$ cat src/rtl/mem_access_unit_if.sv
// Pipeline-side request/response and memory-side valid/ack signals of mem_access_unit.
// The master modport is the unit itself; slave is the pipeline plus memory around it.
interface mem_access_unit_if;
    logic        req_valid;
    logic        req_we;
    logic [1:0]  req_size;
    logic        req_signed;
    logic [31:0] req_addr;
    logic [31:0] req_wdata;
    logic        stall;
    logic        done;
    logic        err;
    logic [31:0] rdata;
    logic        mem_req;
    logic        mem_we;
    logic [31:0] mem_addr;
    logic [3:0]  mem_be;
    logic [31:0] mem_wdata;
    logic        mem_ack;
    logic [31:0] mem_rdata;

    modport master (
        input  req_valid, req_we, req_size, req_signed, req_addr, req_wdata,
        input  mem_ack, mem_rdata,
        output stall, done, err, rdata,
        output mem_req, mem_we, mem_addr, mem_be, mem_wdata
    );

    modport slave (
        output req_valid, req_we, req_size, req_signed, req_addr, req_wdata,
        output mem_ack, mem_rdata,
        input  stall, done, err, rdata,
        input  mem_req, mem_we, mem_addr, mem_be, mem_wdata
    );
endinterface

$ cat src/rtl/mem_access_unit.sv
// MEM-stage load/store initiator: word-aligned byte-enabled valid/ack requests with timeout.
// Define MISALIGN_EXC_EN to fault misaligned half/word accesses without touching memory.
module mem_access_unit #(
    parameter int MAX_WAIT = 16
) (
    input  logic             clk,
    input  logic             reset,
    mem_access_unit_if.master bus
);
    localparam int CW = (MAX_WAIT > 1) ? $clog2(MAX_WAIT) : 1;

    localparam logic [1:0] S_IDLE  = 2'd0;
    localparam logic [1:0] S_ISSUE = 2'd1;
    localparam logic [1:0] S_RESP  = 2'd2;

    logic [1:0]    r_state;
    logic [CW-1:0] r_cnt;
    logic          r_err;
    logic [31:0]   r_rdata;
    logic          r_mem_we;
    logic [31:0]   r_mem_addr;
    logic [3:0]    r_mem_be;
    logic [31:0]   r_mem_wdata;
    logic [1:0]    r_size;
    logic          r_signed;
    logic [1:0]    r_off;

    logic [1:0]    w_off;
    logic [3:0]    w_be;
    logic [31:0]   w_wdata;
    logic [7:0]    w_byte;
    logic [15:0]   w_half;
    logic [31:0]   w_load;
    logic          w_timeout;

    assign w_off = bus.req_addr[1:0];

    // NOTE: every signal assigned in a combinational block gets a default first, so no latch is inferred.
    always_comb begin
        w_be    = 4'b1111;
        w_wdata = bus.req_wdata;
        case (bus.req_size)
            2'b00: begin
                w_be    = 4'b0001 << w_off;
                w_wdata = {4{bus.req_wdata[7:0]}};
            end
            2'b01: begin
                w_be    = w_off[1] ? 4'b1100 : 4'b0011;
                w_wdata = {2{bus.req_wdata[15:0]}};
            end
            default: ;
        endcase
    end

`ifdef MISALIGN_EXC_EN
    logic w_misalign;
    assign w_misalign = ((bus.req_size == 2'b01) && w_off[0]) ||
                        (bus.req_size[1] && (w_off != 2'b00));
`endif

    always_comb begin
        w_byte = bus.mem_rdata[7:0];
        case (r_off)
            2'd1:    w_byte = bus.mem_rdata[15:8];
            2'd2:    w_byte = bus.mem_rdata[23:16];
            2'd3:    w_byte = bus.mem_rdata[31:24];
            default: ;
        endcase
        w_half = r_off[1] ? bus.mem_rdata[31:16] : bus.mem_rdata[15:0];
        case (r_size)
            2'b00:   w_load = {{24{r_signed & w_byte[7]}}, w_byte};
            2'b01:   w_load = {{16{r_signed & w_half[15]}}, w_half};
            default: w_load = bus.mem_rdata;
        endcase
    end

    assign w_timeout = (r_cnt == CW'(MAX_WAIT - 1));

    // NOTE: sequential state uses non-blocking assignments so every register samples pre-edge values.
    always_ff @(posedge clk or negedge reset) begin
        if (!reset) begin
            r_state     <= S_IDLE;
            r_cnt       <= '0;
            r_err       <= 1'b0;
            r_rdata     <= '0;
            r_mem_we    <= 1'b0;
            r_mem_addr  <= '0;
            r_mem_be    <= '0;
            r_mem_wdata <= '0;
            r_size      <= '0;
            r_signed    <= 1'b0;
            r_off       <= '0;
        end else begin
            case (r_state)
                S_IDLE: begin
                    if (bus.req_valid) begin
                        r_mem_we    <= bus.req_we;
                        r_mem_addr  <= {bus.req_addr[31:2], 2'b00};
                        r_mem_be    <= w_be;
                        r_mem_wdata <= w_wdata;
                        r_size      <= bus.req_size;
                        r_signed    <= bus.req_signed;
                        r_off       <= w_off;
                        r_cnt       <= '0;
                        r_rdata     <= '0;
                        r_err       <= 1'b0;
`ifdef MISALIGN_EXC_EN
                        if (w_misalign) begin
                            r_state <= S_RESP;
                            r_err   <= 1'b1;
                        end else begin
                            r_state <= S_ISSUE;
                        end
`else
                        r_state     <= S_ISSUE;
`endif
                    end
                end
                S_ISSUE: begin
                    // Ack in the final allowed cycle still beats the timeout.
                    if (bus.mem_ack) begin
                        r_state <= S_RESP;
                        r_err   <= 1'b0;
                        r_rdata <= r_mem_we ? 32'd0 : w_load;
                    end else if (w_timeout) begin
                        r_state <= S_RESP;
                        r_err   <= 1'b1;
                        r_rdata <= '0;
                    end else begin
                        r_cnt   <= r_cnt + CW'(1);
                    end
                end
                S_RESP:  r_state <= S_IDLE;
                default: r_state <= S_IDLE;
            endcase
        end
    end

    assign bus.mem_req   = (r_state == S_ISSUE);
    assign bus.done      = (r_state == S_RESP);
    assign bus.stall     = ((r_state == S_IDLE) && bus.req_valid) || (r_state == S_ISSUE);
    assign bus.err       = r_err;
    assign bus.rdata     = r_rdata;
    assign bus.mem_we    = r_mem_we;
    assign bus.mem_addr  = r_mem_addr;
    assign bus.mem_be    = r_mem_be;
    assign bus.mem_wdata = r_mem_wdata;
endmodule

$ cat src/flat_wrapper.sv
// flat-port wrapper written by rule: the top's interface ports become plain ports
module mem_access_unit_flat 
#(
    parameter int MAX_WAIT = 16
)
  (clk, reset, bus_req_valid, bus_req_we, bus_req_size, bus_req_signed, bus_req_addr, bus_req_wdata, bus_mem_ack, bus_mem_rdata, bus_stall, bus_done, bus_err, bus_rdata, bus_mem_req, bus_mem_we, bus_mem_addr, bus_mem_be, bus_mem_wdata);
  mem_access_unit_if bus_i ();
  input  logic clk;
  input  logic reset;
  input wire logic [$bits(bus_i.req_valid)-1:0] bus_req_valid;
  input wire logic [$bits(bus_i.req_we)-1:0] bus_req_we;
  input wire logic [$bits(bus_i.req_size)-1:0] bus_req_size;
  input wire logic [$bits(bus_i.req_signed)-1:0] bus_req_signed;
  input wire logic [$bits(bus_i.req_addr)-1:0] bus_req_addr;
  input wire logic [$bits(bus_i.req_wdata)-1:0] bus_req_wdata;
  input wire logic [$bits(bus_i.mem_ack)-1:0] bus_mem_ack;
  input wire logic [$bits(bus_i.mem_rdata)-1:0] bus_mem_rdata;
  output wire logic [$bits(bus_i.stall)-1:0] bus_stall;
  output wire logic [$bits(bus_i.done)-1:0] bus_done;
  output wire logic [$bits(bus_i.err)-1:0] bus_err;
  output wire logic [$bits(bus_i.rdata)-1:0] bus_rdata;
  output wire logic [$bits(bus_i.mem_req)-1:0] bus_mem_req;
  output wire logic [$bits(bus_i.mem_we)-1:0] bus_mem_we;
  output wire logic [$bits(bus_i.mem_addr)-1:0] bus_mem_addr;
  output wire logic [$bits(bus_i.mem_be)-1:0] bus_mem_be;
  output wire logic [$bits(bus_i.mem_wdata)-1:0] bus_mem_wdata;
  assign bus_i.req_valid = bus_req_valid;
  assign bus_i.req_we = bus_req_we;
  assign bus_i.req_size = bus_req_size;
  assign bus_i.req_signed = bus_req_signed;
  assign bus_i.req_addr = bus_req_addr;
  assign bus_i.req_wdata = bus_req_wdata;
  assign bus_i.mem_ack = bus_mem_ack;
  assign bus_i.mem_rdata = bus_mem_rdata;
  assign bus_stall = bus_i.stall;
  assign bus_done = bus_i.done;
  assign bus_err = bus_i.err;
  assign bus_rdata = bus_i.rdata;
  assign bus_mem_req = bus_i.mem_req;
  assign bus_mem_we = bus_i.mem_we;
  assign bus_mem_addr = bus_i.mem_addr;
  assign bus_mem_be = bus_i.mem_be;
  assign bus_mem_wdata = bus_i.mem_wdata;
  mem_access_unit #(.MAX_WAIT(MAX_WAIT)) u_core (.clk(clk), .reset(reset), .bus(bus_i));
endmodule
$ cat config.mk
export PLATFORM = sky130hd
export DESIGN_NAME = mem_access_unit_flat
export DESIGN_NICKNAME = d
export VERILOG_FILES = /design/src/rtl/mem_access_unit_if.sv /design/src/rtl/mem_access_unit.sv /design/src/flat_wrapper.sv
export SDC_FILE = /design/constraint.sdc
export NUM_CORES = 1
export LEC_CHECK = 0
export CAP_MARGIN = 10
export CORE_UTILIZATION = 44
export CTS_CLUSTER_DIAMETER = 150
export DETAILED_ROUTE_END_ITERATION = 8
export PLACE_DENSITY_LB_ADDON = 0.25
export RECOVER_POWER = 100
export SETUP_SLACK_MARGIN = 0.2
export SLEW_MARGIN = 30
export SYNTH_ARGS = -nofsm -noshare
export SYNTH_HDL_FRONTEND = slang
export SYNTH_SLANG_ARGS = --single-unit
$ cat constraint.sdc
create_clock -name clk -period 2.2 [get_ports clk]
set_input_delay 0.44 -clock clk [delete_from_list [all_inputs] [get_ports clk]]
set_output_delay 0.44 -clock clk [all_outputs]
set_load 0.05 [all_outputs]
==> metrics.cfg <==
[clock_tree]
root_buffer=clkbuf_16
cts_tree=built
cts.sinks=111
clock_path_buffers=2
worstSkewPairLatency_ns=0.35
path_clk_slew_ns=0.08
cts.htree.levels=3
cts-buffers-inserted=9

[critical_path]
rrSetupSlack_ns=0.29
worstSetupEndpointType=output pin
startpoint_type=register
slowest_stage=dlygate4sd3_1
cp_num_buf_inv=1
path_cells=dlygate4sd3_1
cpPeakStageDelay_ns=0.89
crit_arrival_ns=1.61
cp_top_family=buffers and inverters
cp_data_required_time_ns=1.76
crit_type=register to output pin
crit_fanout=2

[logic_synthesis]
yosys.area.top_type=dfrtp_1
seq_area_frac_synth=0.5228
ys_ff_latch=111
synth.distinct_cells=45
ys_async_sr_fraction=1.000
synth_top_area_frac=0.5228
synth_cells=543
ys.flop_type=dfrtp_1
synth_area_per_cell_um2=9.784
synthTopCellsByArea=dfrtp_1 52%, nand2_1 12%, mux2i_1 5.1%
synth_area_um2=5313
synth_edf_count=0
yosys_warnings=0

[timing]
fin_crit_ns=2.046
fin_hold_ws_ns=0.2049
fmax_mhz=488.8
finalHoldViolCount=0
drv_slew=0
grt_setup_unrepaired=no
setup_viol=0
fin_skew_ns=0.01025
worst_pin_slew_ns=1.041
post-route-period-util=0.9299
slew_headroom=0.3063

[route]
drt_wl_total_um=15430
drt-vias-per-instance=5.521
drc_errors=10
final_antenna_net_count=0
vias=4908
drt_iter0_markers=356
wl_per_cell_um=17.35
drtPass1Iterations=8

[worst_hold_path]
hold_path.class=input port to asynchronous set/reset pin

[global_route]
grt_pass1_vias=4904
track_usage=0.2542
grt_max_degree=86
grt_pass1_wl_um=25010
grt.overflow.total=0
grt_antenna_before_repair=0

[finish]
nets=847
drive_gt1_frac=0.08579
area_growth_pct=43.24
diodes=0
finalInstanceArea_um2=7610

[outcome]
violations=DRC
outcome=finished with violations

[die]
io_pins=209
start_util=0.4574
die-area_um2=12520
rows=39
core_um2=11610
fp.dieH_um=111.9
die_w_um=111.9

[placed_design]
dpl.hpwl_um=11050
gp_congestion=0.8684
io_buffers=206
dpl_cell_area_um2=7565

[pwr]
power_density_nw_per_um2=1412
worst_ir_drop_vdd_v=0.0008095
p_leak_nw=3.590

[run]
maxCapViolCount=0

report_power, final:
part / internal (mW) / total (mW) / switching, mW / leakage, nW
Clock: 1.08 / 1.82 / 0.735 / 0.165
Combinational: 1.65 / 5.65 / 4.00 / 2.01
Sequential: 2.78 / 3.27 / 0.490 / 1.41
Total: 5.52 / 10.7 / 5.23 / 3.59
final cells by class:
| type | count | area [µm²] |
|---|---|---|
| Sequential cell | 111 | 2778 |
| Tap cell | 143 | 178.9 |
| Fill cell | 956 | 4004 |
| Clock inverter | 3 | 65.06 |
| Timing Repair Buffer | 229 | 2008 |
| Inverter | 11 | 42.54 |
| Multi-Input combinational cell | 380 | 2271 |
| Clock buffer | 12 | 266.5 |
per-stage QoR:
step	setup WS (ns)	TNS [ns]	cells	util	total power, mW
final	0.1543	0	889	0.6552	10.74
after global routing	0.1037	0	889	0.6552	11.27
after CTS	0.2023	0	889	0.6796	11.31
after detailed placement	-0.04445	-0.3052	874	0.6514	9.474
after global placement	-0.01277	-0.07031	874	0.6514	9.348
after floorplan	0.2340	0	544	-	7.281
Yosys cell counts, drive strengths merged, types with 2 or more instances:
master / n
nor3b: 2
o22ai: 8
a31oi: 3
dfrtp: 111
a22oi: 2
a22o: 2
inv: 11
nand2b: 5
mux2: 9
a221oi: 8
nor2: 17
a221o: 23
mux2i: 27
dlygate4sd1: 2
buf: 14
mux4: 7
clkbuf: 26
o2bb2ai: 2
a21oi: 14
nand2: 174
or3b: 2
nor3: 10
o21ai: 51
nor2b: 2
routing by layer:
layer  wire, µm  global-route usage  part of all wire
met5          0                   0                 0
met3       1286             0.06805             0.083
met1       6500              0.3310              0.42
met4        385              0.1045             0.025
met2       7254              0.4025              0.47
timing repair:
item | 4_1_cts | 5_1_grt
gates resized for setup | 3 | 36
buffers inserted | 0 | 0
pin swaps | 0 | 0
endpoints found under the setup margin | 3 | 36
hold buffers | 0 | 0
cloned | 0 | 0
flip-flops by register name, summed over array words and instances, names as in the netlist:
| register | cells |
|---|---|
| u_core.bus.mem_wdata | 32 |
| u_core.bus.rdata | 32 |
| u_core.bus.mem_addr | 30 |
| u_core.bus.mem_be | 4 |
| u_core.r_cnt | 4 |
| u_core.r_off | 2 |
| u_core.r_size | 2 |
| u_core.r_state | 2 |
| u_core.bus.err | 1 |
| u_core.bus.mem_we | 1 |
| u_core.r_signed | 1 |
placed cells by master, fill, tap and decap left out, types with 3 or more instances in the layout:
master | synthesis | final
inv_1 | 11 | 10
nand2b_1 | 4 | 5
dlygate4sd3_1 | 0 | 62
mux2i_1 | 27 | 27
nor3_1 | 10 | 10
mux2_2 | 7 | 7
a31oi_1 | 3 | 3
dfrtp_1 | 111 | 111
clkbuf_8 | 0 | 3
a21oi_1 | 14 | 14
a221o_1 | 17 | 17
o22ai_1 | 8 | 8
dlygate4sd2_1 | 0 | 3
nor2_1 | 16 | 16
clkdlybuf4s50_1 | 0 | 101
clkbuf_16 | 0 | 9
o21ai_0 | 50 | 50
buf_4 | 3 | 20
mux4_1 | 7 | 7
nand2_1 | 174 | 174
clkbuf_1 | 26 | 38
a221oi_1 | 8 | 8
a221o_2 | 6 | 6
path summary, 6_finish.rpt:
check                                                     from                                   end  cells past startpoint
setup / recovery               u_core.bus.rdata[8]$_DFFE_PN0P_                          bus_rdata[8]                      1
min in group clk           u_core.bus.mem_addr[22]$_DFFE_PN0P_   u_core.bus.mem_addr[22]$_DFFE_PN0P_                      2
max in group asynchronous                                reset   u_core.bus.mem_addr[21]$_DFFE_PN0P_                      2
setup reg to reg                 u_core.r_state[1]$_DFFE_PN0P_      u_core.bus.rdata[24]$_DFFE_PN0P_                      5
hold / removal                                           reset  u_core.bus.mem_wdata[22]$_DFFE_PN0P_                      1
hold reg to reg            u_core.bus.mem_addr[22]$_DFFE_PN0P_   u_core.bus.mem_addr[22]$_DFFE_PN0P_                      2
cells by family (layout without fill, tap and decap cells):
kind of cell | Yosys count | after routing | synth area share
buffers and inverters | 53 | 255 | 0.05158
other | 1 | 2 | 0.0007059
AOI/OAI and AO/OA | 117 | 117 | 0.1486
adders and majority gates | 1 | 1 | 0.002355
and+or+nand+nor | 217 | 217 | 0.1679
muxes | 43 | 43 | 0.1060
DFF | 111 | 111 | 0.5228
Note: power is estimated with default switching activity, not from simulation.
